### src/rtl/alu_rr_sequencer_pkg.sv
// Shared definitions for the ALU round-robin sequencer slice.
//   - default operand / function-select widths
//   - function code of the multiplier path
//   - sequencer FSM state type
//   - two-way round-robin pick helper used by rr_arbiter2
package alu_rr_sequencer_pkg;

  localparam int unsigned DATA_W_DEF   = 8;
  localparam int unsigned FSEL_W_DEF   = 4;
  localparam logic [3:0]  MUL_FSEL_DEF = 4'd3;

  typedef enum logic [1:0] {
    IDLE = 2'd0,
    EXEC = 2'd1,
    RESP = 2'd2
  } seq_state_e;

  // One-hot (or zero) winner between two requesters. A lone requester
  // always wins; on contention the one not granted last time wins.
  function automatic logic [1:0] rr_pick(input logic [1:0] valid,
                                         input logic       last_grant);
    logic [1:0] grant;
    grant = valid;
    if (valid == 2'b11) begin
      grant = last_grant ? 2'b01 : 2'b10;
    end
    return grant;
  endfunction

endpackage

### src/rtl/alu_rr_sequencer_if.sv
// Request/response bus between the two issuing requesters and the ALU
// sequencer.
//   req_valid/req_ready  per-requester handshake, [0] = req0, [1] = req1
//   req_fsel/req_a/req_b {req1, req0} packed function select and operands
//   rsp_valid/rsp_ready  shared response handshake
//   rsp_id               requester owning the response
//   rsp_result/rsp_sreg  {mul_high, reg_out} and status flags of the op
// master: requester/response-consumer side; slave: the sequencer.
interface alu_rr_sequencer_if
  import alu_rr_sequencer_pkg::*;
#(
  parameter int unsigned DATA_W = DATA_W_DEF,
  parameter int unsigned FSEL_W = FSEL_W_DEF
);

  logic [1:0]          req_valid;
  logic [1:0]          req_ready;
  logic [2*FSEL_W-1:0] req_fsel;
  logic [2*DATA_W-1:0] req_a;
  logic [2*DATA_W-1:0] req_b;
  logic                rsp_valid;
  logic                rsp_ready;
  logic                rsp_id;
  logic [2*DATA_W-1:0] rsp_result;
  logic [3:0]          rsp_sreg;

  modport master (
    output req_valid, req_fsel, req_a, req_b, rsp_ready,
    input  req_ready, rsp_valid, rsp_id, rsp_result, rsp_sreg
  );

  modport slave (
    input  req_valid, req_fsel, req_a, req_b, rsp_ready,
    output req_ready, rsp_valid, rsp_id, rsp_result, rsp_sreg
  );

endinterface

### src/rtl/alu_rr_sequencer_rr_arbiter2.sv
// rr_arbiter2: combinational two-way round-robin arbiter.
//   valid[1:0]  requests
//   last_grant  index of the requester granted most recently
//   grant[1:0]  one-hot winner, or zero when nothing is requested
module rr_arbiter2
  import alu_rr_sequencer_pkg::*;
(
  input  logic [1:0] valid,
  input  logic       last_grant,
  output logic [1:0] grant
);

  always_comb begin
    grant = rr_pick(valid, last_grant);
  end

endmodule

### src/rtl/alu_rr_sequencer.sv
// alu_rr_sequencer: shares one external combinational ALU between two
// requesters. Accepts one op at a time (round-robin), registers the operands
// onto the ALU inputs, waits a function-dependent settle time, captures the
// ALU outputs and returns them on a single valid/ready response channel.
//   clk, rst_n        clock, synchronous active-low reset
//   bus (slave)       request/response channel, see alu_rr_sequencer_if
//   alu_a/alu_b       registered operands to the ALU (held between ops)
//   alu_fsel          registered function select to the ALU
//   alu_res/alu_mulh  ALU reg_out / mul_high
//   alu_sreg          ALU status flags
module alu_rr_sequencer
  import alu_rr_sequencer_pkg::*;
#(
  parameter int unsigned       DATA_W     = DATA_W_DEF,
  parameter int unsigned       FSEL_W     = FSEL_W_DEF,
  parameter int unsigned       ALU_CYCLES = 1,
  parameter int unsigned       MUL_CYCLES = 3,
  parameter logic [FSEL_W-1:0] MUL_FSEL   = FSEL_W'(MUL_FSEL_DEF)
) (
  input  logic              clk,
  input  logic              rst_n,
  alu_rr_sequencer_if.slave bus,
  output logic [DATA_W-1:0] alu_a,
  output logic [DATA_W-1:0] alu_b,
  output logic [FSEL_W-1:0] alu_fsel,
  input  logic [DATA_W-1:0] alu_res,
  input  logic [DATA_W-1:0] alu_mulh,
  input  logic [3:0]        alu_sreg
);

  localparam int unsigned CNT_W = $clog2(MUL_CYCLES + 1);

  seq_state_e          state;
  logic                last_grant;
  logic [1:0]          grant;
  logic [CNT_W-1:0]    cnt;
  logic                g_sel;
  logic [FSEL_W-1:0]   sel_fsel;
  logic [DATA_W-1:0]   sel_a;
  logic [DATA_W-1:0]   sel_b;
  logic                rsp_valid_q;
  logic                rsp_id_q;
  logic [2*DATA_W-1:0] rsp_result_q;
  logic [3:0]          rsp_sreg_q;

  rr_arbiter2 u_arb (
    .valid      (bus.req_valid),
    .last_grant (last_grant),
    .grant      (grant)
  );

  assign bus.req_ready  = (state == IDLE) ? grant : 2'b00;
  assign bus.rsp_valid  = rsp_valid_q;
  assign bus.rsp_id     = rsp_id_q;
  assign bus.rsp_result = rsp_result_q;
  assign bus.rsp_sreg   = rsp_sreg_q;

  always_comb begin
    g_sel    = grant[1];
    sel_fsel = g_sel ? bus.req_fsel[2*FSEL_W-1 -: FSEL_W] : bus.req_fsel[FSEL_W-1:0];
    sel_a    = g_sel ? bus.req_a[2*DATA_W-1 -: DATA_W]    : bus.req_a[DATA_W-1:0];
    sel_b    = g_sel ? bus.req_b[2*DATA_W-1 -: DATA_W]    : bus.req_b[DATA_W-1:0];
  end

  always_ff @(posedge clk) begin
    if (!rst_n) begin
      state        <= IDLE;
      last_grant   <= 1'b1;
      cnt          <= '0;
      alu_a        <= '0;
      alu_b        <= '0;
      alu_fsel     <= '0;
      rsp_valid_q  <= 1'b0;
      rsp_id_q     <= 1'b0;
      rsp_result_q <= '0;
      rsp_sreg_q   <= '0;
    end else begin
      case (state)
        IDLE: begin
          if (|grant) begin
            alu_a      <= sel_a;
            alu_b      <= sel_b;
            alu_fsel   <= sel_fsel;
            last_grant <= g_sel;
            rsp_id_q   <= g_sel;
            cnt        <= (sel_fsel == MUL_FSEL) ? CNT_W'(MUL_CYCLES) : CNT_W'(ALU_CYCLES);
            state      <= EXEC;
          end
        end
        EXEC: begin
          cnt <= cnt - 1'b1;
          // Last settle cycle: the ALU outputs are final, sample them now.
          if (cnt == CNT_W'(1)) begin
            rsp_result_q <= {alu_mulh, alu_res};
            rsp_sreg_q   <= alu_sreg;
            rsp_valid_q  <= 1'b1;
            state        <= RESP;
          end
        end
        RESP: begin
          if (bus.rsp_ready) begin
            rsp_valid_q <= 1'b0;
            state       <= IDLE;
          end
        end
        default: state <= IDLE;
      endcase
    end
  end

endmodule

### src/flat_wrapper.sv
// flat-port wrapper written by rule: the top's interface ports become plain ports
module alu_rr_sequencer_flat import alu_rr_sequencer_pkg::*;
#(
  parameter int unsigned       DATA_W     = DATA_W_DEF,
  parameter int unsigned       FSEL_W     = FSEL_W_DEF,
  parameter int unsigned       ALU_CYCLES = 1,
  parameter int unsigned       MUL_CYCLES = 3,
  parameter logic [FSEL_W-1:0] MUL_FSEL   = FSEL_W'(MUL_FSEL_DEF)
)
  (clk, rst_n, alu_a, alu_b, alu_fsel, alu_res, alu_mulh, alu_sreg, bus_req_valid, bus_req_fsel, bus_req_a, bus_req_b, bus_rsp_ready, bus_req_ready, bus_rsp_valid, bus_rsp_id, bus_rsp_result, bus_rsp_sreg);
  alu_rr_sequencer_if #(.DATA_W(DATA_W), .FSEL_W(FSEL_W)) bus_i ();
  input  logic clk;
  input  logic rst_n;
  output logic [DATA_W-1:0] alu_a;
  output logic [DATA_W-1:0] alu_b;
  output logic [FSEL_W-1:0] alu_fsel;
  input  logic [DATA_W-1:0] alu_res;
  input  logic [DATA_W-1:0] alu_mulh;
  input  logic [3:0] alu_sreg;
  input wire logic [$bits(bus_i.req_valid)-1:0] bus_req_valid;
  input wire logic [$bits(bus_i.req_fsel)-1:0] bus_req_fsel;
  input wire logic [$bits(bus_i.req_a)-1:0] bus_req_a;
  input wire logic [$bits(bus_i.req_b)-1:0] bus_req_b;
  input wire logic [$bits(bus_i.rsp_ready)-1:0] bus_rsp_ready;
  output wire logic [$bits(bus_i.req_ready)-1:0] bus_req_ready;
  output wire logic [$bits(bus_i.rsp_valid)-1:0] bus_rsp_valid;
  output wire logic [$bits(bus_i.rsp_id)-1:0] bus_rsp_id;
  output wire logic [$bits(bus_i.rsp_result)-1:0] bus_rsp_result;
  output wire logic [$bits(bus_i.rsp_sreg)-1:0] bus_rsp_sreg;
  assign bus_i.req_valid = bus_req_valid;
  assign bus_i.req_fsel = bus_req_fsel;
  assign bus_i.req_a = bus_req_a;
  assign bus_i.req_b = bus_req_b;
  assign bus_i.rsp_ready = bus_rsp_ready;
  assign bus_req_ready = bus_i.req_ready;
  assign bus_rsp_valid = bus_i.rsp_valid;
  assign bus_rsp_id = bus_i.rsp_id;
  assign bus_rsp_result = bus_i.rsp_result;
  assign bus_rsp_sreg = bus_i.rsp_sreg;
  alu_rr_sequencer #(.DATA_W(DATA_W), .FSEL_W(FSEL_W), .ALU_CYCLES(ALU_CYCLES), .MUL_CYCLES(MUL_CYCLES), .MUL_FSEL(MUL_FSEL)) u_core (.clk(clk), .rst_n(rst_n), .bus(bus_i), .alu_a(alu_a), .alu_b(alu_b), .alu_fsel(alu_fsel), .alu_res(alu_res), .alu_mulh(alu_mulh), .alu_sreg(alu_sreg));
endmodule
### config.mk
export PLATFORM = sky130hd
export DESIGN_NAME = alu_rr_sequencer_flat
export DESIGN_NICKNAME = d
export VERILOG_FILES = /design/src/rtl/alu_rr_sequencer_pkg.sv /design/src/rtl/alu_rr_sequencer_if.sv /design/src/rtl/alu_rr_sequencer_rr_arbiter2.sv /design/src/rtl/alu_rr_sequencer.sv /design/src/flat_wrapper.sv
export SDC_FILE = /design/constraint.sdc
export NUM_CORES = 1
export LEC_CHECK = 0
export ABC_AREA = 1
export CAP_MARGIN = 15
export CORE_MARGIN = 4
export CORE_UTILIZATION = 41
export CTS_BUF_LIST = sky130_fd_sc_hd__clkbuf_16
export DETAILED_ROUTE_END_ITERATION = 8
export HOLD_SLACK_MARGIN = 0.03
export PLACE_DENSITY = 0.85
export SLEW_MARGIN = 30
export SYNTH_ARGS = -nofsm -noshare
export SYNTH_HDL_FRONTEND = slang
export SYNTH_SLANG_ARGS = --single-unit
### constraint.sdc
create_clock -name clk -period 3.1 [get_ports clk]
set_clock_uncertainty 0.1 [all_clocks]
set_input_delay 0.62 -clock clk [delete_from_list [all_inputs] [get_ports clk]]
set_output_delay 0.62 -clock clk [all_outputs]
set_load 0.01 [all_outputs]
==> metrics <==
syn_nets 324; n_diodes 0; Chip Width 77.0 um; Worst Path Required 2.38 ns; share of layout cells above drive strength 1 5.54%; Min Clock Period, post-route 2.73 ns; Post-DP HPWL 4030 um; FMAX 366 MHz; Leakage Power 1.24 nW; max-slew violation count 0; I/O Buffers 108; CP Capture Type output port; Clk network pwr share 34.5%; post-synthesis sequential area ratio 48.2%; WS Path Type in -> out; Post-Syn Instances 258; final hold vios 0; first-pass GRT wire length 9120 um; Arrival @ worst endpoint 2.01 ns; root buffer cell clkbuf_16; outcome finished clean; residual DRC count 0; share of the synthesized area in the top cell type 48.2%; Warnings, synthesis 0; combinational share of power 25.3%; DR WL/cell 13.5 um; Area contributors post-synth dfxtp_1 (48%), nand3_1 (11%), nand2_1 (10%); Switching Fraction 26.5%; Max VDD drop 0.307 mV; sum of negative setup slack 0 ns; final setup violation count 0; Hold Buf Count CTS 0; Die ar. 5930 um2; H-tree depth 2; CTS buffer count 5; area grow syn2layout 65.0%; CP Max Fanout 6; fin nets 426; GP Congestion 0.737; worst-case clock buffer depth 2; count of cell types in the netlist 20; RSZ-0062 raised after global routing false; global route total overflow 0; effective utilization at floorplan 43.6%; clk_lat worst skew 0.28 ns; initial antenna violation count 0; ratio of final minimum period to clock period 88.2%; Hold WC Path Type reg -> reg; clock net sink count 47; Die Span Y 77.0 um; Reg2Reg Setup Slack 1.15 ns; Post-Syn Area 1950 um2; IO Count 109; Yosys reg bits 47; Gates resized, CTS repair 0; TritonRoute pass-1 iters 4; Vias/cell 5.11; total track usage 18.6%; net load switching power 0.000461 W; Seq pwr share 40.2%; Worst-path clk slew 0.06 ns; Worst Max-Slew Pin Slew 0.752 ns; Max Cap Viol 0; Layout Utilization 71.9%; row count 24; vias in the first global route 2101; pin count of the biggest net entering global routing 26; Avg Inst Size Synth 7.56 um2; hold_ws 0.361 ns; area leader, netlist dfxtp_1; drt initial violations 70; crit start category primary input; Vias 2109; PwrDens 540 nW/um2; Slew HR 49.8%; Post-DRT Antenna Nets 0; Placeable Area 4470 um2; P_int 0.00128 W; total setup buffers inserted after CTS 0; CTS tree yes; WL final 5560 um
logic make-up (layout without fill, tap and decap cells):
group                      count (synthesis)  in the layout  share of synthesized area (%)
and+or+nand+nor                          106            106                           24.2
AOI/OAI and AO/OA                         68             68                           18.7
DFF                                       47             47                           48.2
buffers and inverters                     36            139                           8.21
adders and majority gates                  1              1                          0.641
power by group through the flow:
| stage | logic [W] | clock network (W) | registers, W |
|---|---|---|---|
| detailed placement | 0.000443 | 0 | 0.000711 |
| finish | 0.000440 | 0.000600 | 0.000699 |
| global route | 0.000486 | 0.000639 | 0.000705 |
| CTS | 0.000445 | 0.000615 | 0.000699 |
| global placement | 0.000436 | 0 | 0.000710 |
| floorplan | 0.000186 | 0 | 0.000734 |
Yosys cell counts, drive strengths merged:
master / number
nand2: 54
dfxtp: 47
nand3: 42
a21oi: 28
o21ai: 22
a31oi: 16
inv: 16
buf: 15
nor2: 9
clkbuf: 5
a21boi: 1
ha: 1
nand3b: 1
o31ai: 1
routing by layer:
metal  share of wire, %  vias up  routed length, um  global-route usage [%]
li1                   -     1078                  -                       -
met5                  0        -                  0                       0
met4               0.31        0                 17                    3.74
met2                 45       94               2510                    32.8
met1                 41      935               2310                    19.3
met3                 13        2                729                    10.7
worst paths after layout:
path                                to                       from  cells after the start
min reg2reg  u_core.bus.rsp_result[13]  u_core.bus.rsp_result[13]                      2
max                   bus_req_ready[0]           bus_req_valid[1]                      5
min          u_core.bus.rsp_result[13]  u_core.bus.rsp_result[13]                      2
max reg2reg  u_core.bus.rsp_result[15]            u_core.state[0]                      5
layout make-up:
cell class	instances	area, um2
sequential	47	941
clock inverter	3	43.8
clock buffer	5	125
fill	366	1260
inverter	16	60.1
multi-input combinational	175	850
tap	52	65.1
timing repair buffer	115	1130
worst max-delay path, cell delays in order:
cell and delay, ns:
clkdlybuf4s50_1 0.58, inv_1 0.06, o21ai_0 0.20, nor2_1 0.07, clkdlybuf4s50_1 0.48
cells in the final DEF (no fill, tap or decap), types with 7 or more instances in the layout:
master           count
a21oi_1             28
nor2_1               7
nand3_1             42
clkdlybuf4s50_1    108
dfxtp_1             47
buf_4                7
inv_1               14
nand2_1             53
a31oi_1             16
o21ai_0             16
stage by stage:
stage | instance area, um2 | power (W) | cells | setup slack (ns)
2_1_floorplan | 1950 | 0.000919 | 258 | 1.26
3_3_place_gp | 3050 | 0.00115 | 405 | 0.410
3_5_place_dp | 3050 | 0.00115 | 405 | 0.386
4_1_cts | 3220 | 0.00176 | 413 | 0.388
5_1_grt | 3220 | 0.00183 | 413 | 0.305
6_report | 3220 | 0.00174 | 413 | 0.366
flip-flops by register name, indices dropped and copies added, names as in the netlist:
name	cells
u_core.last_grant	1
u_core.alu_fsel	4
u_core.alu_a	8
u_core.bus.rsp_valid	1
u_core.state	2
u_core.alu_b	8
u_core.bus.rsp_id	1
u_core.cnt	2
u_core.bus.rsp_result	16
u_core.bus.rsp_sreg	4
No activity file was read; power rests on OpenSTA's default activity.
